--- config.mk ---
export PLATFORM = sky130hd
export DESIGN_NAME = button_debounce_multi
export DESIGN_NICKNAME = d
export VERILOG_FILES = /design/src/rtl/button_debounce_multi.sv
export SDC_FILE = /design/constraint.sdc
export NUM_CORES = 1
export LEC_CHECK = 0
export ABC_AREA = 1
export CAP_MARGIN = 10
export CORE_ASPECT_RATIO = 1.75
export CORE_UTILIZATION = 50
export CTS_CLUSTER_DIAMETER = 120
export DETAILED_ROUTE_END_ITERATION = 10
export PLACE_DENSITY = 0.76
export SETUP_SLACK_MARGIN = 0.05
export SLEW_MARGIN = 25
export SYNTH_ARGS = -nofsm -noshare
export SYNTH_HDL_FRONTEND = slang
export SYNTH_SLANG_ARGS = --single-unit
--- constraint.sdc ---
create_clock -name clk -period 1.7 [get_ports clk]
set_clock_uncertainty 0.05 [all_clocks]
set_input_delay 0.425 -clock clk [delete_from_list [all_inputs] [get_ports clk]]
set_output_delay 0.425 -clock clk [all_outputs]
set_load 0.01 [all_outputs]
--- src/rtl/button_debounce_multi.sv ---
// -----------------------------------------------------------------------------
// button_debounce_multi
//
// Purpose:
//   N-channel push-button conditioner. Each channel synchronises its raw pin,
//   debounces it, and produces a clean level plus one-cycle press, release
//   and long-press pulses. The channels share no state.
//
// Ports:
//   clk           in   1     system clock
//   rst           in   1     synchronous reset, active low
//   button        in   N_CH  raw asynchronous button pins, 1 = pressed
//   level         out  N_CH  debounced button state
//   press         out  N_CH  1-cycle pulse on accepted 0->1 (and on auto-repeat)
//   release_pulse out  N_CH  1-cycle pulse on accepted 1->0
//                            ("release" is a reserved word in SystemVerilog)
//   long_press    out  N_CH  1-cycle pulse once per hold after LONG_CYCLES
//
// Build option:
//   BTN_AUTO_REPEAT_EN  when defined, press re-fires every REPEAT_CYCLES while
//                       the button stays held after long_press. When it is
//                       not defined, no repeat logic exists and REPEAT_CYCLES
//                       is only range-checked.
// -----------------------------------------------------------------------------
module button_debounce_multi #(
  parameter int N_CH          = 4,
  parameter int STABLE_CYCLES = 40000,
  parameter int CNT_W         = 16,
  parameter int LONG_CYCLES   = 5000000,
  parameter int REPEAT_CYCLES = 1000000,
  parameter int HOLD_W        = 23
) (
  input  logic            clk,
  input  logic            rst,
  input  logic [N_CH-1:0] button,
  output logic [N_CH-1:0] level,
  output logic [N_CH-1:0] press,
  output logic [N_CH-1:0] release_pulse,
  output logic [N_CH-1:0] long_press
);

  // Last debounce count before a change is accepted.
  localparam logic [CNT_W-1:0]  CNT_LAST  = CNT_W'(STABLE_CYCLES - 1);
  // Hold value one cycle before long_press fires.
  localparam logic [HOLD_W-1:0] LONG_LAST = HOLD_W'(LONG_CYCLES - 1);
`ifdef BTN_AUTO_REPEAT_EN
  localparam logic [HOLD_W-1:0] REP_LAST  = HOLD_W'(REPEAT_CYCLES - 1);
`else
  // Hold counter parks here after long_press so it can never fire twice.
  localparam logic [HOLD_W-1:0] LONG_SAT  = HOLD_W'(LONG_CYCLES);
`endif

  // Elaboration-time guard against counters too narrow for their targets.
  if (N_CH < 1 || STABLE_CYCLES < 1 || LONG_CYCLES < 1 || REPEAT_CYCLES < 1 ||
      64'(STABLE_CYCLES - 1) >= (64'd1 << CNT_W) ||
      64'(LONG_CYCLES) >= (64'd1 << HOLD_W) ||
      64'(REPEAT_CYCLES) >= (64'd1 << HOLD_W)) begin : g_param_check
    $error("button_debounce_multi: parameter out of range");
  end

  for (genvar gi = 0; gi < N_CH; gi++) begin : g_ch
    logic              sync1_reg;
    logic              sync2_reg;
    logic              level_reg;
    logic              press_reg;
    logic              release_reg;
    logic              long_reg;
    logic [CNT_W-1:0]  cnt_reg;
    logic [HOLD_W-1:0] hold_reg;
    logic              accept;
`ifdef BTN_AUTO_REPEAT_EN
    logic              repeat_reg;   // long_press already issued this hold
`endif

    // The synced sample has disagreed with level for STABLE_CYCLES samples:
    // level flips on this edge.
    assign accept = (sync2_reg != level_reg) && (cnt_reg == CNT_LAST);

    always_ff @(posedge clk) begin
      if (!rst) begin
        sync1_reg   <= 1'b0;
        sync2_reg   <= 1'b0;
        level_reg   <= 1'b0;
        press_reg   <= 1'b0;
        release_reg <= 1'b0;
        long_reg    <= 1'b0;
        cnt_reg     <= '0;
        hold_reg    <= '0;
`ifdef BTN_AUTO_REPEAT_EN
        repeat_reg  <= 1'b0;
`endif
      end else begin
        sync1_reg <= button[gi];
        sync2_reg <= sync1_reg;

        // Any agreeing sample restarts the window; no partial credit.
        if (sync2_reg == level_reg) begin
          cnt_reg <= '0;
        end else if (accept) begin
          cnt_reg   <= '0;
          level_reg <= ~level_reg;
        end else begin
          cnt_reg <= cnt_reg + 1'b1;
        end

        // Edge pulses are registered alongside level so they coincide with
        // the first cycle level shows its new value.
        release_reg <= accept & level_reg;

        if (!level_reg) begin
          press_reg  <= accept;
          long_reg   <= 1'b0;
          hold_reg   <= '0;
`ifdef BTN_AUTO_REPEAT_EN
          repeat_reg <= 1'b0;
`endif
        end else begin
`ifdef BTN_AUTO_REPEAT_EN
          press_reg <= 1'b0;
          long_reg  <= 1'b0;
          if (!repeat_reg) begin
            if (hold_reg == LONG_LAST) begin
              // Suppressed if the release is accepted on the same edge.
              long_reg   <= ~accept;
              repeat_reg <= 1'b1;
              hold_reg   <= '0;
            end else begin
              hold_reg <= hold_reg + 1'b1;
            end
          end else begin
            if (hold_reg == REP_LAST) begin
              press_reg <= ~accept;   // no trailing repeat on release
              hold_reg  <= '0;
            end else begin
              hold_reg <= hold_reg + 1'b1;
            end
          end
`else
          press_reg <= 1'b0;
          long_reg  <= (hold_reg == LONG_LAST) & ~accept;
          if (hold_reg != LONG_SAT) begin
            hold_reg <= hold_reg + 1'b1;
          end
`endif
        end
      end
    end

    assign level[gi]         = level_reg;
    assign press[gi]         = press_reg;
    assign release_pulse[gi] = release_reg;
    assign long_press[gi]    = long_reg;
  end

endmodule

# Word level (Yosys, flattened, before mapping)
# Index checks and enable logic that the tools add are counted.
# totals
word_cells	101
rom_bits	0
n_memories	0
ramBits	0
output_inout_bits	16
register_bits	180
latchBits	0
# classes
muxes	0
reduce_logical	20
n_div	0
eq_ne	20
bitwise	21
n_shift	0
n_mul	0
n_lt_le_gt_ge	0
add_sub_neg	8
# ops
op	count
$add A23 B1 Y23 const B	4
$eq A23 B23 Y1 const B	4
$ne A23 B23 Y1 const B	4
$add A16 B1 Y16 const B	4
$eq A16 B16 Y1 const B	4
$reduce_and A2 Y1	8
$not A1 Y1	13
$reduce_or A3 Y1	4
$and A1 B1 Y1	8
$reduce_or A2 Y1	4
$eq A1 B1 Y1	4
$logic_and A1 B1 Y1	4
$ne A1 B1 Y1	4

# Longest topological paths before layout
# Gate-level depths: netlist of run 1.
# logic_depth
depth_word	4
ltp_mapped	9

# Least setup slack after synthesis of run 1
# No wires, ideal clock.
# synth_timing
path_kind	reg-to-reg
start	reg g_ch[0].hold_reg[0]
end	reg g_ch[0].hold_reg[20]
arrival_ps	1295
path_buffers	0
stages_incl_launch_ff	9
setup_slack_ps	243
path_cell_list	dfxtp_1 -> ha_1 -> nand3_1 -> nor2_4 -> nand3_1 -> nor2_1 -> nand2_1 -> nand2_1 -> nor2_1
# synth_between
elab_chain_cells	1
# synth_lines
item	line_no	text
start: declaration	69	logic [HOLD_W-1:0] hold_reg;
start signal: assignment	142	hold_reg <= hold_reg + 1'b1;
$add A23 B1 Y23 or $ne A23 B23 Y1 (tied branches)	142, 141	
# Several ways; a longest one is shown, not always the timed one.
# A chain may end at the register's enable or synchronous reset.

# Final worst setup path of run 1
# layout_timing
start	reg g_ch[1].level_reg
end	out level[1]
# layout_rtl
item	line_no	text
start: declaration	64	logic level_reg;
start signal: assignment	101	level_reg <= ~level_reg;
end: declaration	36	output logic [N_CH-1:0] level,
# No word-level cell between the ends.

==> out/qor.txt, run 1 <==
Status -> finished clean
CTS HTree Levels -> 4
PwrDens -> 802 nW/um^2
FILL cells -> 1674
Synth warn -> 0
Critical R2R Launch -> g_ch[3].hold_reg[1]$_SDFFE_PN0P_
Synth cell types -> 28
Hold-fix buffers, CTS -> 0
Core region area -> 17600 um^2
WHS Endpoint -> g_ch[0].sync2_reg$_SDFF_PN0_
Initial Utilization -> 51.6%
Psw -> 1.83 mW
First-pass GRT wire length -> 34300 um
# setup viols final -> 0
Tcrit/Tclk final -> 91.9%
Final setup TNS -> 0 ns
Sequential share of power -> 51.0%
Layout cells sized above 1 -> 7.64%
Hold_sp -> g_ch[0].sync1_reg$_SDFF_PN0_
Die outline height -> 180 um
I/O Pins -> 22
Largest register FFs -> 92
Via count -> 8543
Unrepaired setup endpoints after global routing -> yes
Total global routing overflow -> 0
Syn_nets -> 1401
Placement Setup Slack -> -0.0807 ns
Vias in the first global route -> 8149
Clock Power Share -> 48.1%
Placed cells -> 1637
WP buf/inv -> 1
Netlist Area Pre-Place -> 9090 um^2
CTS Root Cell -> clkbuf_16
Post-Syn Instances -> 1383
# clock sinks -> 180
Worst setup margin -> 0.137 ns
Commonest non-fill, non-tap cells in the layout -> nand2_1 (333), nor2_1 (267), dfxtp_1 (174)
WL per Instance -> 11.8 um
Peak VDD IR -> 0.665 mV
Post-route ant nets -> 0
Clk buf depth -> 2
Final nets -> 1444
DR WL met3 -> 460 um
Crit path max-delay family -> flip-flops
Slew @ Worst Pin -> 0.356 ns
DRC -> 0
Reg clk slew, reported paths -> 0.07 ns
Fmax -> 0.640 GHz
Final standard cell area without fillers -> 10300 um^2
Static leakage -> 3.52 nW
Net Sw Frac -> 22.0%
Crit-path slowest cell -> dfxtp_2
Die area -> 18700 um^2
Endpoint class of the critical path -> output pin
Worst Path Arrival -> 1.09 ns
Top Metal Used -> met4
Clock buffer count from CTS -> 17
Final Hold Fails -> 0
Commonest non-fill, non-tap cell in the layout -> nand2_1
PortBufs -> 21
M1 WL -> 7910 um
Routed met2 length -> 10600 um
Min-delay worst type -> register to register
Max Slew Vio Count -> 0
Internal power -> 6.47 mW
Post-Place Cell Area -> 9690 um^2
Reg2reg end -> g_ch[3].hold_reg[20]$_SDFFE_PN0P_
HPWL Detailed -> 14800 um
Reg-to-reg slack, setup -> 0.19 ns
#FFs+latches synth -> 180
Syn Area/Cell -> 6.57 um^2
Max cap viols -> 0
Hold path depth -> 2
Via/cell ratio -> 5.12
Largest net degree at the start of global routing -> 20
Rel. slew slack -> 76.2%
Worst setup SP type -> register
Fin crit period -> 1.56 ns
Global-route total usage across every layer -> 21.9%
Initial antenna violation count -> 0
Final Non-Filler Cells -> 1670
GPL Wtd Cong -> 0.904
Row Count -> 64
CP Data Required Time -> 1.22 ns
Crit Path Category -> register to output pin
Critical path cell sequence -> dlygate4sd2_1
CTS tree -> yes
Die Wd -> 104 um
Combinational Power Share -> 0.9%
WL final -> 19600 um
First-pass detailed-route iteration total -> 5
CP peak stage delay -> 0.37 ns
Critical Path Fanout Max -> 5
# diodes -> 0
P&R area growth vs syn -> 13.7%
Initial DRC count -> 383
Skew-Pair Late Insertion Delay -> 0.44 ns
Sequential share of the synthesized area -> 39.6%
FF-to-FF path depth -> 8
## worst max path at each step
| stage | endpoint | slack, ns | cells past startpoint | from |
|---|---|---|---|---|
| after floorplan | g_ch[0].hold_reg[20]$_SDFFE_PN0P_ | 0.24 | 8 | g_ch[0].hold_reg[0]$_SDFFE_PN0P_ |
| after global placement | g_ch[0].long_reg$_SDFF_PN0_ | -0.05 | 6 | rst |
| after detailed placement | g_ch[3].hold_reg[6]$_SDFFE_PN0P_ | -0.08 | 7 | rst |
| after CTS | level[1] | 0.05 | 1 | g_ch[1].level_reg$_SDFFE_PN0P_ |
| after global routing | g_ch[0].hold_reg[20]$_SDFFE_PN0P_ | 0.04 | 8 | g_ch[0].hold_reg[1]$_SDFFE_PN0P_ |
| final | level[1] | 0.14 | 1 | g_ch[1].level_reg$_SDFFE_PN0P_ |
## power groups by stage
stage | Clock [mW] | Sequential (mW) | Combinational (mW)
floorplan | 0 | 4.33 | 0.0384
CTS | 4.08 | 4.23 | 0.0721
global route | 4.25 | 4.23 | 0.0804
detailed placement | 0 | 4.33 | 0.0719
finish | 3.99 | 4.23 | 0.0719
global placement | 0 | 4.33 | 0.0700
## layout make-up
cell class / count / area (um^2) / share of cell area [%]
Multi-Input combinational cell: 1003 / 4710 / 45.6
Sequential cell: 180 / 3610 / 34.9
Inverter: 171 / 642 / 6.21
Timing Repair Buffer: 53 / 493 / 4.77
Clock buffer: 18 / 429 / 4.15
Tap cell: 231 / 289 / 2.79
Clock inverter: 14 / 165 / 1.60
## synth_stat cells (all sizes together)
cell	instances	area (um^2)
nor2b	1	6.26
nand4	43	269
buf	25	185
o21ai	46	230
nand3b	10	75.1
nand3	110	581
ha	12	150
nor3	20	100
o21a	3	22.5
xnor2	14	123
nor2	281	1100
or2	12	75.1
clkbuf	4	15.0
nand2	336	1270
dfxtp	180	3600
nor3b	1	7.51
and2	4	25.0
o21bai	1	7.51
inv	171	642
xor2	15	131
a21oi	94	470
## cells by family after synthesis
kind of cell | after synthesis | synth area share [%]
flip-flops | 180 | 39.6
buffers and inverters | 200 | 9.26
AND/OR/NAND/NOR | 818 | 38.6
adder cells (fa/ha/maj) | 12 | 1.65
XOR/XNOR | 29 | 2.79
AO/OA/AOI/OAI | 144 | 8.04
## layer usage
metal	vias up	global-route usage, %
met4	0	10.3
li1	4473	-
met2	143	43.0
met5	-	0
met1	3876	21.9
met3	51	3.69
## repair_timing
| item | in CTS | in global routing |
|---|---|---|
| endpoints found under the hold margin | 0 | 0 |
| setup buffers | 0 | 1 |
| endpoints found under the setup margin | 17 | 45 |
| gates cloned | 0 | 0 |
| resized for setup | 20 | 18 |
| pin swaps | 0 | 1 |
## per-stage QoR
stage                     power [mW]  hold WS, ns  util, %
after floorplan                 4.37        0.340        -
final                           8.30        0.365     58.7
after global routing            8.56        0.418     58.7
after detailed placement        4.40        0.349     55.0
after global placement          4.40        0.342     55.0
after CTS                       8.38        0.366     58.3
Note: power is estimated with default switching activity, not from simulation.
==> inputs of run 2 (changes only) <==
--- a/config.mk
+++ b/config.mk
@@ -9,6 +9,7 @@
 export CAP_MARGIN = 10
 export CORE_ASPECT_RATIO = 1.75
 export CORE_UTILIZATION = 50
+export CTS_BUF_LIST = sky130_fd_sc_hd__clkbuf_8
 export CTS_CLUSTER_DIAMETER = 120
 export DETAILED_ROUTE_END_ITERATION = 10
 export PLACE_DENSITY = 0.76
==> run 2 against run 1 <==
Utilization shrank 1.1 points. Sequential cell count is the same. Hold slack gained 0.0057 ns. Global-route usage shrank 0.28 points. Sequential power is essentially flat. Final cell count is essentially flat. Via count shrank 0.34%. Largest cell class unchanged. Largest power group unchanged.
==> out/qor.txt, run 2 (synthesis gave the netlist of run 1 again) <==
Largest register FFs -> 92 (unchanged)
Worst Path Arrival -> 1.13 ns (was 1.09 ns)
First-pass GRT wire length -> 33900 um (was 34300 um)
Sequential share of power -> 57.8% (was 51.0%)
Status -> finished clean (unchanged)
DRC -> 0 (unchanged)
P&R area growth vs syn -> 11.6% (was 13.7%)
Unrepaired setup endpoints after global routing -> yes (unchanged)
First-pass detailed-route iteration total -> 5 (unchanged)
Core region area -> 17600 um^2 (unchanged)
Final nets -> 1443 (was 1444)
CTS Root Cell -> clkbuf_8 (was clkbuf_16)
WHS -> 0.371 ns (was 0.365 ns)
Commonest non-fill, non-tap cells in the layout -> nand2_1 (333), nor2_1 (266), dfxtp_1 (173) (was nand2_1 (333), nor2_1 (267), dfxtp_1 (174))
Clock buffer count from CTS -> 17 (unchanged)
# diodes -> 0 (unchanged)
Fin crit period -> 1.60 ns (was 1.56 ns)
Static leakage -> 3.42 nW (was 3.52 nW)
Total global routing overflow -> 0 (unchanged)
Max cap viols -> 0 (unchanged)
Final Non-Filler Cells -> 1669 (was 1670)
Placed cells -> 1637 (unchanged)
Commonest non-fill, non-tap cell in the layout -> nand2_1 (unchanged)
PwrDens -> 721 nW/um^2 (was 802 nW/um^2)
Internal power -> 5.60 mW (was 6.47 mW)
Peak VDD IR -> 0.522 mV (was 0.665 mV)
Rel. slew slack -> 76.2% (about the same)
FILL cells -> 1720 (was 1674)
Post-route ant nets -> 0 (unchanged)
PortBufs -> 21 (unchanged)
Largest net degree at the start of global routing -> 20 (unchanged)
CTS tree -> yes (unchanged)
Crit Path Category -> register to output pin (unchanged)
Crit-path slowest cell -> dfxtp_2 (unchanged)
WP buf/inv -> 1 (unchanged)
Combinational Power Share -> 1.0% (was 0.9%)
Clock Power Share -> 41.2% (was 48.1%)
CP peak stage delay -> 0.38 ns (was 0.37 ns)
Tcrit/Tclk final -> 94.4% (was 91.9%)
Initial Utilization -> 51.6% (unchanged)
Power Total -> 7.31 mW (was 8.30 mW)
Vias in the first global route -> 8081 (was 8149)
Layout cells sized above 1 -> 7.79% (was 7.64%)
Min-delay worst type -> register to register (unchanged)
Max Slew Vio Count -> 0 (unchanged)
Initial DRC count -> 421 (was 383)
Skew-Pair Late Insertion Delay -> 0.47 ns (was 0.44 ns)
Crit path max-delay family -> flip-flops (unchanged)
Reg2reg end -> g_ch[1].cnt_reg[6]$_SDFF_PP0_ (was g_ch[3].hold_reg[20]$_SDFFE_PN0P_)
WL per Instance -> 11.6 um (was 11.8 um)
Net Sw Frac -> 23.4% (was 22.0%)
HPWL Detailed -> 14800 um (unchanged)
I/O Pins -> 22 (unchanged)
Final setup TNS -> 0 ns (unchanged)
Critical R2R Launch -> g_ch[1].cnt_reg[0]$_SDFF_PP0_ (was g_ch[3].hold_reg[1]$_SDFFE_PN0P_)
Hold path depth -> 2 (unchanged)
Endpoint class of the critical path -> output pin (unchanged)
Psw -> 1.71 mW (was 1.83 mW)
Die area -> 18700 um^2 (unchanged)
Die outline height -> 180 um (unchanged)
Fmax -> 0.623 GHz (was 0.640 GHz)
CP Launch Point -> g_ch[2].level_reg$_SDFFE_PN0P_ (was g_ch[1].level_reg$_SDFFE_PN0P_)
# setup viols final -> 0 (unchanged)
Slew @ Worst Pin -> 0.356 ns (about the same)
Die Wd -> 104 um (unchanged)
Reg-to-reg slack, setup -> 0.14 ns (was 0.19 ns)
Initial antenna violation count -> 0 (unchanged)
Final Hold Fails -> 0 (unchanged)
Clk buf depth -> 2 (unchanged)
Global-route total usage across every layer -> 21.6% (was 21.9%)
FF-to-FF path depth -> 7 (was 8)
Critical path cell sequence -> dlygate4sd2_1 (unchanged)
CP Data Required Time -> 1.22 ns (about the same)
Reg clk slew, reported paths -> 0.10 ns (was 0.07 ns)
Worst Setup EP -> level[2] (was level[1])
CP Depth -> 1 (unchanged)
Critical Path Fanout Max -> 4 (was 5)
WL final -> 19300 um (was 19600 um)
Via/cell ratio -> 5.10 (was 5.12)
CTS HTree Levels -> 4 (unchanged)
Via count -> 8514 (was 8543)
GPL Wtd Cong -> 0.904 (unchanged)
Worst setup SP type -> register (unchanged)
Row Count -> 64 (unchanged)
# clock sinks -> 180 (unchanged)
run 2: changes by cell type in the layout (fill, tap and decap cells not counted), sizes merged:
cell	before	now
buf	32	31
dlygate4sd2	16	15
inv	178	179
run 2: what timing repair did:
action,4_1_cts,5_1_grt
endpoints found under the setup margin,17,48
buffers inserted,0,0
hold buffers,0,0
cloned,0,0
resized for setup,21,22
run 2: worst min path at each step:
stage                                   from                             to  slack, ns
6_report        g_ch[0].sync1_reg$_SDFF_PN0_   g_ch[0].sync2_reg$_SDFF_PN0_       0.37
4_1_cts         g_ch[0].sync1_reg$_SDFF_PN0_   g_ch[0].sync2_reg$_SDFF_PN0_       0.37
3_5_place_dp    g_ch[0].sync1_reg$_SDFF_PN0_   g_ch[0].sync2_reg$_SDFF_PN0_       0.35
2_1_floorplan   g_ch[0].sync1_reg$_SDFF_PN0_   g_ch[0].sync2_reg$_SDFF_PN0_       0.34
3_3_place_gp    g_ch[1].sync1_reg$_SDFF_PN0_   g_ch[1].sync2_reg$_SDFF_PN0_       0.34
5_1_grt        g_ch[0].cnt_reg[0]$_SDFF_PP0_  g_ch[0].cnt_reg[0]$_SDFF_PP0_       0.42
run 2: layout make-up:
type	instances	area [um^2]	share of cell area, %
Tap cell	231	289	2.85
Sequential cell	180	3610	35.6
Clock buffer	17	234	2.31
Timing Repair Buffer	52	482	4.75
Multi-Input combinational cell	1003	4710	46.5
Inverter	171	642	6.33
Clock inverter	15	169	1.67
run 2: power groups by stage:
stage | registers, mW | clock network, mW | logic, mW
6_report | 4.23 | 3.02 | 0.0717
5_1_grt | 4.23 | 3.24 | 0.0805
4_1_cts | 4.23 | 3.08 | 0.0721
3_5_place_dp | 4.33 | 0 | 0.0719
3_3_place_gp | 4.33 | 0 | 0.0700
2_1_floorplan | 4.33 | 0 | 0.0384
run 2: metal layers:
layer / track usage [%] / share of wire, %
met3: 3.47 / 2.8
met2: 42.6 / 54
met5: 0 / 0
met4: 10.4 / 3.3
met1: 21.5 / 40
run 2: stage by stage:
step	cell area [um^2]	setup slack [ns]	utilization (%)
detailed placement	9690	-0.0807	55.0
global route	10100	-0.00814	57.6
floorplan	9090	0.243	-
global placement	9690	-0.0493	55.0
CTS	10100	0.0585	57.2
finish	10100	0.0956	57.6
==> inputs of run 3 (changes only) <==
--- a/config.mk
+++ b/config.mk
@@ -6,6 +6,7 @@
 export NUM_CORES = 1
 export LEC_CHECK = 0
 export ABC_AREA = 1
+export ABC_CLOCK_PERIOD_IN_PS = 1700
 export CAP_MARGIN = 10
 export CORE_ASPECT_RATIO = 1.75
 export CORE_UTILIZATION = 50
@@ -14,7 +15,9 @@
 export DETAILED_ROUTE_END_ITERATION = 10
 export PLACE_DENSITY = 0.76
 export SETUP_SLACK_MARGIN = 0.05
+export SKIP_CTS_REPAIR_TIMING = 1
 export SLEW_MARGIN = 25
 export SYNTH_ARGS = -nofsm -noshare
 export SYNTH_HDL_FRONTEND = slang
 export SYNTH_SLANG_ARGS = --single-unit
+export TNS_END_PERCENT = 50
==> run 3 against run 2 <==
Hold slack about the same. Non-clock buffer count increased by 1. First-iteration DRC count decreased by 24%. Count of clock-buffer cells in the layout unchanged. Setup slack improved by 0.034 ns. Sequential share of layout area decreased by 0.21 points. Maximum frequency increased by 2.2%. Via count decreased by 0.16%.
==> out/qor.txt, run 3 (synthesis gave the netlist of run 1 again) <==
Status -> finished clean (unchanged)
Power Total -> 7.32 mW (was 7.31 mW)
Commonest non-fill, non-tap cell in the layout -> nand2_1 (unchanged)
Die area -> 18700 um^2 (unchanged)
Min-delay worst type -> register to register (unchanged)
CP Launch Point -> g_ch[1].cnt_reg[0]$_SDFF_PP0_ (was g_ch[2].level_reg$_SDFFE_PN0P_)
Via count -> 8500 (was 8514)
Post-route ant nets -> 0 (unchanged)
Critical path cell sequence -> ha_2 > nand3_1 > nor3_1 > nand2_1 > nand3_2 > buf_12 > a21oi_1 (was dlygate4sd2_1)
FILL cells -> 1703 (was 1720)
CP Data Required Time -> 2.01 ns (was 1.22 ns)
Die outline height -> 180 um (unchanged)
CTS tree -> yes (unchanged)
WL per Instance -> 11.6 um (about the same)
Sequential share of power -> 57.8% (about the same)
Reg2reg end -> g_ch[1].cnt_reg[6]$_SDFF_PP0_ (unchanged)
Sequential Area -> 3610 um^2 (about the same)
Layout cells sized above 1 -> 7.37% (was 7.79%)
Die Wd -> 104 um (unchanged)
Final nets -> 1444 (was 1443)
WHS -> 0.371 ns (about the same)
Unrepaired setup endpoints after global routing -> yes (unchanged)
Total global routing overflow -> 0 (unchanged)
Initial DRC count -> 320 (was 421)
Critical R2R Launch -> g_ch[1].cnt_reg[0]$_SDFF_PP0_ (unchanged)
I/O Pins -> 22 (unchanged)
Clk buf depth -> 2 (unchanged)
GPL Wtd Cong -> 0.904 (unchanged)
Largest register FFs -> 92 (unchanged)
Area of the multi-input gates -> 4700 um^2 (was 4710 um^2)
Fin crit period -> 1.57 ns (was 1.60 ns)
Slew @ Worst Pin -> 0.356 ns (about the same)
CP Depth -> 7 (was 1)
HPWL Detailed -> 14800 um (unchanged)
Core region area -> 17600 um^2 (unchanged)
Worst Path Arrival -> 1.88 ns (was 1.13 ns)
Fmax -> 0.637 GHz (was 0.623 GHz)
Hold_sp -> g_ch[1].sync1_reg$_SDFF_PN0_ (was g_ch[0].sync1_reg$_SDFF_PN0_)
Worst setup SP type -> register (unchanged)
Static leakage -> 3.66 nW (was 3.42 nW)
Critical Path Fanout Max -> 16 (was 4)
Row Count -> 64 (unchanged)
Vias in the first global route -> 8054 (was 8081)
Final setup TNS -> 0 ns (unchanged)
# setup viols final -> 0 (unchanged)
Worst Setup EP -> g_ch[1].cnt_reg[6]$_SDFF_PP0_ (was level[2])
First-pass detailed-route iteration total -> 5 (unchanged)
Endpoint class of the critical path -> register (was output pin)
Net Sw Frac -> 23.4% (about the same)
# diodes -> 0 (unchanged)
CTS HTree Levels -> 4 (unchanged)
Psw -> 1.72 mW (was 1.71 mW)
Max Slew Vio Count -> 0 (unchanged)
PwrDens -> 718 nW/um^2 (was 721 nW/um^2)
# clock sinks -> 180 (unchanged)
Combinational Power Share -> 1.0% (about the same)
Peak VDD IR -> 0.521 mV (was 0.522 mV)
Clock buffer count from CTS -> 17 (unchanged)
CP peak stage delay -> 0.37 ns (was 0.38 ns)
Global-route total usage across every layer -> 21.6% (about the same)
WP buf/inv -> 1 (unchanged)
Reg-to-reg slack, setup -> 0.13 ns (was 0.14 ns)
Max cap viols -> 0 (unchanged)
Internal power -> 5.60 mW (about the same)
DRC -> 0 (unchanged)
First-pass GRT wire length -> 33800 um (was 33900 um)
Tcrit/Tclk final -> 92.4% (was 94.4%)
P&R area growth vs syn -> 12.1% (was 11.6%)
Skew-Pair Late Insertion Delay -> 0.47 ns (about the same)
Final Non-Filler Cells -> 1670 (was 1669)
Via/cell ratio -> 5.09 (was 5.10)
CTS Root Cell -> clkbuf_8 (unchanged)
Reg clk slew, reported paths -> 0.10 ns (about the same)
Initial Utilization -> 51.6% (unchanged)
Commonest non-fill, non-tap cells in the layout -> nand2_1 (333), nor2_1 (268), dfxtp_1 (174) (was nand2_1 (333), nor2_1 (266), dfxtp_1 (173))
Crit Path Category -> register to register (was register to output pin)
Crit-path slowest cell -> dfxtp_1 (was dfxtp_2)
Crit path max-delay family -> simple AND/OR/NAND/NOR gates (was flip-flops)
Initial antenna violation count -> 0 (unchanged)
Largest net degree at the start of global routing -> 20 (unchanged)
Clock Power Share -> 41.2% (about the same)
Final Hold Fails -> 0 (unchanged)
Rel. slew slack -> 76.2% (about the same)
WL final -> 19500 um (was 19300 um)
PortBufs -> 21 (unchanged)
FF-to-FF path depth -> 7 (unchanged)
Placed cells -> 1637 (unchanged)
==> run 3: worst min-delay path by stage <==
stage	cells past startpoint	slack, ns	to
2_1_floorplan	2	0.34	g_ch[0].sync2_reg$_SDFF_PN0_
3_3_place_gp	2	0.34	g_ch[1].sync2_reg$_SDFF_PN0_
3_5_place_dp	2	0.35	g_ch[0].sync2_reg$_SDFF_PN0_
4_1_cts	2	0.37	g_ch[0].sync2_reg$_SDFF_PN0_
5_1_grt	1	0.42	g_ch[0].cnt_reg[0]$_SDFF_PP0_
6_report	2	0.37	g_ch[1].sync2_reg$_SDFF_PN0_
==> run 3: power by group through the flow <==
stage	Sequential (mW)	Clock (mW)	Combinational (mW)
5_1_grt	4.23	3.25	0.0806
2_1_floorplan	4.33	0	0.0384
3_5_place_dp	4.33	0	0.0719
4_1_cts	4.23	3.08	0.0721
6_report	4.23	3.02	0.0718
3_3_place_gp	4.33	0	0.0700
==> run 3: layer usage <==
| layer | GRT usage, % | part of all wire [%] |
|---|---|---|
| met5 | 0 | 0 |
| met4 | 10.2 | 3.2 |
| met3 | 3.40 | 2.8 |
| met2 | 42.6 | 54 |
| met1 | 21.5 | 40 |
==> run 3: area by class of cell <==
cell class	instances	share of cell area [%]
multi-input combinational	1003	46.1
sequential	180	35.4
inverter	171	6.30
timing repair buffer	53	5.43
tap	231	2.84
clock buffer	17	2.30
clock inverter	15	1.66
==> run 3: worst reg2reg max path: cells and delay by family, from the launching register on <==
kind | cells | cell delay, ns
simple gates | 4 | 0.63
flops | 1 | 0.37
fa+ha+maj | 1 | 0.22
buf+inv | 1 | 0.14
compound gates | 1 | 0.05
==> run 3: through the flow <==
step                setup WS [ns]  cell area, um^2  utilization, %
detailed placement        -0.0807             9690            55.0
floorplan                   0.243             9090               -
finish                      0.130            10200            57.9
CTS                        -0.282            10100            57.3
global route              0.00201            10200            57.9
global placement          -0.0493             9690            55.0
==> RTL change 1: new RTL, config.mk and constraints of run 1 <==
Put one more register stage on the output `level`, cleared by the reset. The value now appears one clock later. The other outputs are not delayed to match. Comments in the files are not updated.
--- a/src/rtl/button_debounce_multi.sv
+++ b/src/rtl/button_debounce_multi.sv
@@ -43,6 +43,8 @@
   localparam logic [CNT_W-1:0]  CNT_LAST  = CNT_W'(STABLE_CYCLES - 1);
   // Hold value one cycle before long_press fires.
   localparam logic [HOLD_W-1:0] LONG_LAST = HOLD_W'(LONG_CYCLES - 1);
+
+  logic [N_CH-1:0] level_d;
 `ifdef BTN_AUTO_REPEAT_EN
   localparam logic [HOLD_W-1:0] REP_LAST  = HOLD_W'(REPEAT_CYCLES - 1);
 `else
@@ -146,11 +148,19 @@
       end
     end
 
-    assign level[gi]         = level_reg;
+    assign level_d[gi]         = level_reg;
     assign press[gi]         = press_reg;
     assign release_pulse[gi] = release_reg;
     assign long_press[gi]    = long_reg;
   end
 
+  always_ff @(posedge clk) begin
+    if (!rst) begin
+      level <= '0;
+    end else begin
+      level <= level_d;
+    end
+  end
+
 endmodule
 
Check against the original RTL: no difference found for any inputs over 10 cycles, from zero or initial values and one cycle with rst low; that may be too few to reach the edited logic, so the function may still have changed.
==> RTL change 1 against run 1 <==
  * Setup slack improved by 3.0 ps
  * Sequential cell count rose by 4
  * Die area rose by 0.54%
  * Design area rose by 0.22%
  * Synthesized area rose by 0.55%
  * Clock power fell by 8.0%
  * Hold slack improved by 8.2 ps
  * Register-to-register slack got worse by 50 ps
  * Routed wire length rose by 0.54%
  * Total power fell by 2.7%
  * Critical path type is now register to register
  * Largest power group unchanged
==> RTL change 1: results <==
<?xml version="1.0" encoding="UTF-8"?>
<metrics>
  <group name="synthesis">
    <metric name="post_synth_most_frequent_cells" unit="">sky130_fd_sc_hd__nand2_1, sky130_fd_sc_hd__nor2_1, sky130_fd_sc_hd__dfxtp_1</metric>
    <metric name="synthesis.nets" unit="">1388</metric>
    <metric name="synth_cell_types" unit="">32</metric>
    <metric name="seq_area_frac_synth" unit="%">40.29</metric>
    <metric name="post_synth_main_area_contributors" unit="">sky130_fd_sc_hd__dfxtp_1, sky130_fd_sc_hd__nand2_1, sky130_fd_sc_hd__nor2_1</metric>
    <metric name="syn_area_per_cell" unit="um^2">6.673</metric>
    <metric name="yosys_warnings" unit="">0</metric>
    <metric name="share_of_flip_flops_with_an_asynchronous_set_or_reset_after_synthesis" unit="%">0</metric>
  </group>
  <group name="routing">
    <metric name="routed-via-count" unit="">8488</metric>
    <metric name="drt_iter0_markers" unit="">382</metric>
    <metric name="met2WireLength" unit="mm">10.83</metric>
    <metric name="dr_wl_met3" unit="um">529</metric>
    <metric name="m1WireLength" unit="mm">7.770</metric>
    <metric name="route.final.wire_length" unit="mm">19.75</metric>
  </group>
  <group name="critical_path">
    <metric name="critical_path_peak_fanout" unit="">6</metric>
    <metric name="crit_slowest_cell" unit="">sky130_fd_sc_hd__dfxtp_1</metric>
    <metric name="timing.critical_path.max_delay_family" unit="">simple AND/OR/NAND/NOR gates</metric>
    <metric name="endpoint_arrival_time_on_the_critical_path" unit="ps">1850</metric>
  </group>
  <group name="outcome">
    <metric name="outcome" unit="">finished clean</metric>
  </group>
  <group name="placed_design">
    <metric name="postPlaceCellArea" unit="um^2">9769</metric>
    <metric name="placedCellCount" unit="">1631</metric>
    <metric name="place_hpwl" unit="mm">14.81</metric>
    <metric name="gp_routability_congestion" unit="">0.9441</metric>
    <metric name="place_worst_setup_slack" unit="ps">-202.1</metric>
  </group>
  <group name="global_routing">
    <metric name="globalRouteMet3Util" unit="%">3.896</metric>
    <metric name="use_met2" unit="%">42.72</metric>
    <metric name="grt_max_degree" unit="">22</metric>
    <metric name="grt.total_usage" unit="%">22.03</metric>
    <metric name="gr-usage-met1" unit="%">22.11</metric>
    <metric name="grt_first_pass_wirelength" unit="mm">34.09</metric>
    <metric name="first_global_vias" unit="">8059</metric>
  </group>
  <group name="cells_and_area">
    <metric name="drive_above_1_share" unit="%">8.101</metric>
    <metric name="fin_cells" unit="">1666</metric>
    <metric name="fin_nets" unit="">1437</metric>
  </group>
  <group name="cts">
    <metric name="root_buffer" unit="">sky130_fd_sc_hd__clkbuf_16</metric>
    <metric name="clockBufferDepth" unit="">2</metric>
  </group>
  <group name="pwr">
    <metric name="static-leakage-power" unit="nW">3.494</metric>
    <metric name="irDropWorstVdd" unit="mV">0.7209</metric>
  </group>
  <group name="sta">
    <metric name="worst_slew_pin_slew" unit="ps">340.5</metric>
  </group>
</metrics>
## RTL change 1: worst paths after layout
path,startpoint,endpoint,slack [ps]
max,g_ch[3].hold_reg[1]$_SDFFE_PN0P_,g_ch[3].hold_reg[20]$_SDFFE_PN0P_,140
min,g_ch[0].sync1_reg$_SDFF_PN0_,g_ch[0].sync2_reg$_SDFF_PN0_,370
max reg2reg,g_ch[3].hold_reg[1]$_SDFFE_PN0P_,g_ch[3].hold_reg[20]$_SDFFE_PN0P_,140
min reg2reg,g_ch[0].sync1_reg$_SDFF_PN0_,g_ch[0].sync2_reg$_SDFF_PN0_,370
## RTL change 1: what timing repair did
action / 4_1_cts / 5_1_grt
endpoints found under the setup margin: 16 / 43
resized for setup: 16 / 18
cloned: 0 / 0
pin swaps: 0 / 3
buffers inserted: 0 / 3
## RTL change 1: worst min-delay path, delay by kind of cell (launching register included)
| kind | cells | cell delay (ps) |
|---|---|---|
| buf+inv | 1 | 40 |
| flops | 1 | 310 |
| simple gates | 1 | 50 |
## RTL change 1: logic make-up (layout without fill, tap and decap cells)
family | count (synthesis) | after routing | share of synthesized area, %
buf+inv | 201 | 263 | 9.210
flops | 184 | 184 | 40.29
fa+ha+maj | 12 | 12 | 1.642
xor+xnor | 30 | 30 | 2.874
simple gates | 794 | 794 | 37.66
compound gates | 149 | 149 | 8.321
## RTL change 1: layout make-up
class	count	area [um^2]
clock buffers	19	442.9
clock inverters	13	100.1
fillers	1713	7609
inverters	177	665.6
multi-input cells	985	4664
flip-flops and latches	184	3686
well taps	234	292.8
repair buffers	54	513.0
## RTL change 1: power breakdown
part	switching (mW)	internal [mW]
combinational	0.0389	0.0332
sequential	0.00585	4.32
clock	1.75	1.92
==> RTL change 2: new RTL, settings of run 1 <==
Without the edit above. `CNT_W`: 16 -> 18.
--- a/src/rtl/button_debounce_multi.sv
+++ b/src/rtl/button_debounce_multi.sv
@@ -25,7 +25,7 @@
 module button_debounce_multi #(
   parameter int N_CH          = 4,
   parameter int STABLE_CYCLES = 40000,
-  parameter int CNT_W         = 16,
+  parameter int CNT_W         = 18,
   parameter int LONG_CYCLES   = 5000000,
   parameter int REPEAT_CYCLES = 1000000,
   parameter int HOLD_W        = 23
Formal check against the unedited RTL: no difference found for any inputs over 10 cycles, from zero or initial values and one cycle with rst low; that may be too few to reach the edited logic, so the function may still have changed.
==> RTL change 2 against run 1 <==
  * Design area increased by 5.5%
  * Total power rose by 1.2%
  * Routed wire length is 9.4% higher
  * Register-to-register slack lost 90 ps
  * Synthesized area up 4.9%
  * Setup slack lost 33 ps
  * Sequential cell count increased by 8
  * Critical endpoint is now level[2]
  * Largest cell class unchanged
  * Largest power group unchanged
==> RTL change 2: results <==
<?xml version="1.0" encoding="UTF-8"?>
<metrics>
  <group name="outcome">
    <metric name="outcome" unit="">finished clean</metric>
  </group>
  <group name="sta">
    <metric name="final_critical_path_setup_slack" unit="ps">103.9</metric>
    <metric name="worst_slew_pin_slew" unit="ps">499.4</metric>
  </group>
  <group name="cells_and_area">
    <metric name="num-fill-cells" unit="">1834</metric>
    <metric name="drive_above_1_share" unit="%">8.568</metric>
  </group>
  <group name="synthesis">
    <metric name="syn-instance-count" unit="">1454</metric>
    <metric name="post_synth_most_frequent_cells" unit="">sky130_fd_sc_hd__nand2_1, sky130_fd_sc_hd__nor2_1, sky130_fd_sc_hd__dfxtp_1</metric>
    <metric name="seq_area_frac_synth" unit="%">39.47</metric>
    <metric name="post_synth_main_area_contributors" unit="">sky130_fd_sc_hd__dfxtp_1, sky130_fd_sc_hd__nand2_1, sky130_fd_sc_hd__nor2_1</metric>
    <metric name="synth_cell_types" unit="">32</metric>
  </group>
  <group name="global_routing">
    <metric name="first_global_vias" unit="">8872</metric>
    <metric name="grt_max_degree" unit="">19</metric>
    <metric name="grt.total_usage" unit="%">23.11</metric>
  </group>
  <group name="placed_design">
    <metric name="place_worst_setup_slack" unit="ps">-185.6</metric>
    <metric name="place_hpwl" unit="mm">16.28</metric>
    <metric name="postPlaceCellArea" unit="um^2">10240</metric>
    <metric name="placedCellCount" unit="">1728</metric>
  </group>
  <group name="critical_path">
    <metric name="endpoint_arrival_time_on_the_critical_path" unit="ps">1120</metric>
    <metric name="cp-endpoint" unit="">level[2]</metric>
    <metric name="critical_path_peak_fanout" unit="">5</metric>
    <metric name="critical_path.max_stage_delay" unit="ps">390</metric>
    <metric name="reg2reg_from" unit="">g_ch[0].cnt_reg[1]$_SDFF_PP0_</metric>
  </group>
  <group name="pwr">
    <metric name="irDropWorstVdd" unit="mV">0.6345</metric>
    <metric name="static-leakage-power" unit="nW">3.711</metric>
  </group>
  <group name="routing">
    <metric name="drt_iter0_markers" unit="">437</metric>
    <metric name="routed-via-count" unit="">9067</metric>
    <metric name="route.detailed.wl_per_inst" unit="um">12.17</metric>
  </group>
  <group name="cts">
    <metric name="root_buffer" unit="">sky130_fd_sc_hd__clkbuf_16</metric>
  </group>
</metrics>
[RTL change 2: cell types whose count changed after synthesis, sizes merged, moves of 8 or more]
cell,before,now
dfxtp,180,188
xor2,15,29
nand4,43,23
nor2,281,325
nand2,336,352
[RTL change 2: worst min path at each step]
stage / from / to / slack, ps / depth (start not counted)
6_report: g_ch[3].sync1_reg$_SDFF_PN0_ / g_ch[3].sync2_reg$_SDFF_PN0_ / 360 / 2
5_1_grt: g_ch[1].sync1_reg$_SDFF_PN0_ / g_ch[1].sync2_reg$_SDFF_PN0_ / 410 / 2
4_1_cts: g_ch[3].sync1_reg$_SDFF_PN0_ / g_ch[3].sync2_reg$_SDFF_PN0_ / 370 / 2
3_5_place_dp: g_ch[3].sync1_reg$_SDFF_PN0_ / g_ch[3].sync2_reg$_SDFF_PN0_ / 350 / 2
3_3_place_gp: g_ch[3].sync1_reg$_SDFF_PN0_ / g_ch[3].sync2_reg$_SDFF_PN0_ / 340 / 2
2_1_floorplan: g_ch[0].sync1_reg$_SDFF_PN0_ / g_ch[0].sync2_reg$_SDFF_PN0_ / 340 / 2
[RTL change 2: power breakdown]
group	internal, mW	switching (mW)	total [mW]
Clock	2.11	1.79	3.90
Sequential	4.41	0.00493	4.42
Combinational	0.0394	0.0468	0.0862
[RTL change 2: what timing repair did]
item                                   4_1_cts  5_1_grt
endpoints found under the hold margin        0        0
gates resized for setup                     18       22
buffers inserted                             0        6
setup endpoints to repair                   16       37
pin swaps                                    0        6
gates cloned                                 0        1
[RTL change 2: area by class of cell]
class / count / area (um^2) / area share (%)
Clock buffer: 20 / 456.7 / 4.185
Clock inverter: 12 / 113.9 / 1.043
Sequential cell: 188 / 3771 / 34.56
Timing Repair Buffer: 70 / 618.1 / 5.664
Inverter: 176 / 660.6 / 6.054
Multi-Input combinational cell: 1063 / 4994 / 45.76
Tap cell: 238 / 297.8 / 2.729
[RTL change 2: kinds of logic (layout without fill, tap and decap cells)]
logic type	Yosys count	count (layout)	synth area share [%]
AND/OR/NAND/NOR	860	861	38.16
buffers and inverters	204	278	8.896
flip-flops	188	188	39.47
AO/OA/AOI/OAI	146	146	7.860
XOR/XNOR	44	44	4.041
adder cells (fa/ha/maj)	12	12	1.575
[RTL change 2: routing by layer]
metal / routed length, um / GRT usage [%] / up-vias / part of all wire, %
met5: 0 / 0 / - / 0
met2: 11930 / 46.21 / 172 / 55
met1: 8139 / 21.35 / 4126 / 38
li1: - / - / 4692 / -
met3: 545 / 3.890 / 77 / 2.5
met4: 883 / 13.17 / 0 / 4.1
[RTL change 2: through the flow]
| step | TNS [ps] | hold WS [ps] |
|---|---|---|
| after floorplan | 0 | 340.5 |
| after global placement | -3858 | 343.6 |
| after detailed placement | -6049 | 349.5 |
| after CTS | 0 | 365.5 |
| after global routing | 0 | 407.8 |
| final | 0 | 361.6 |
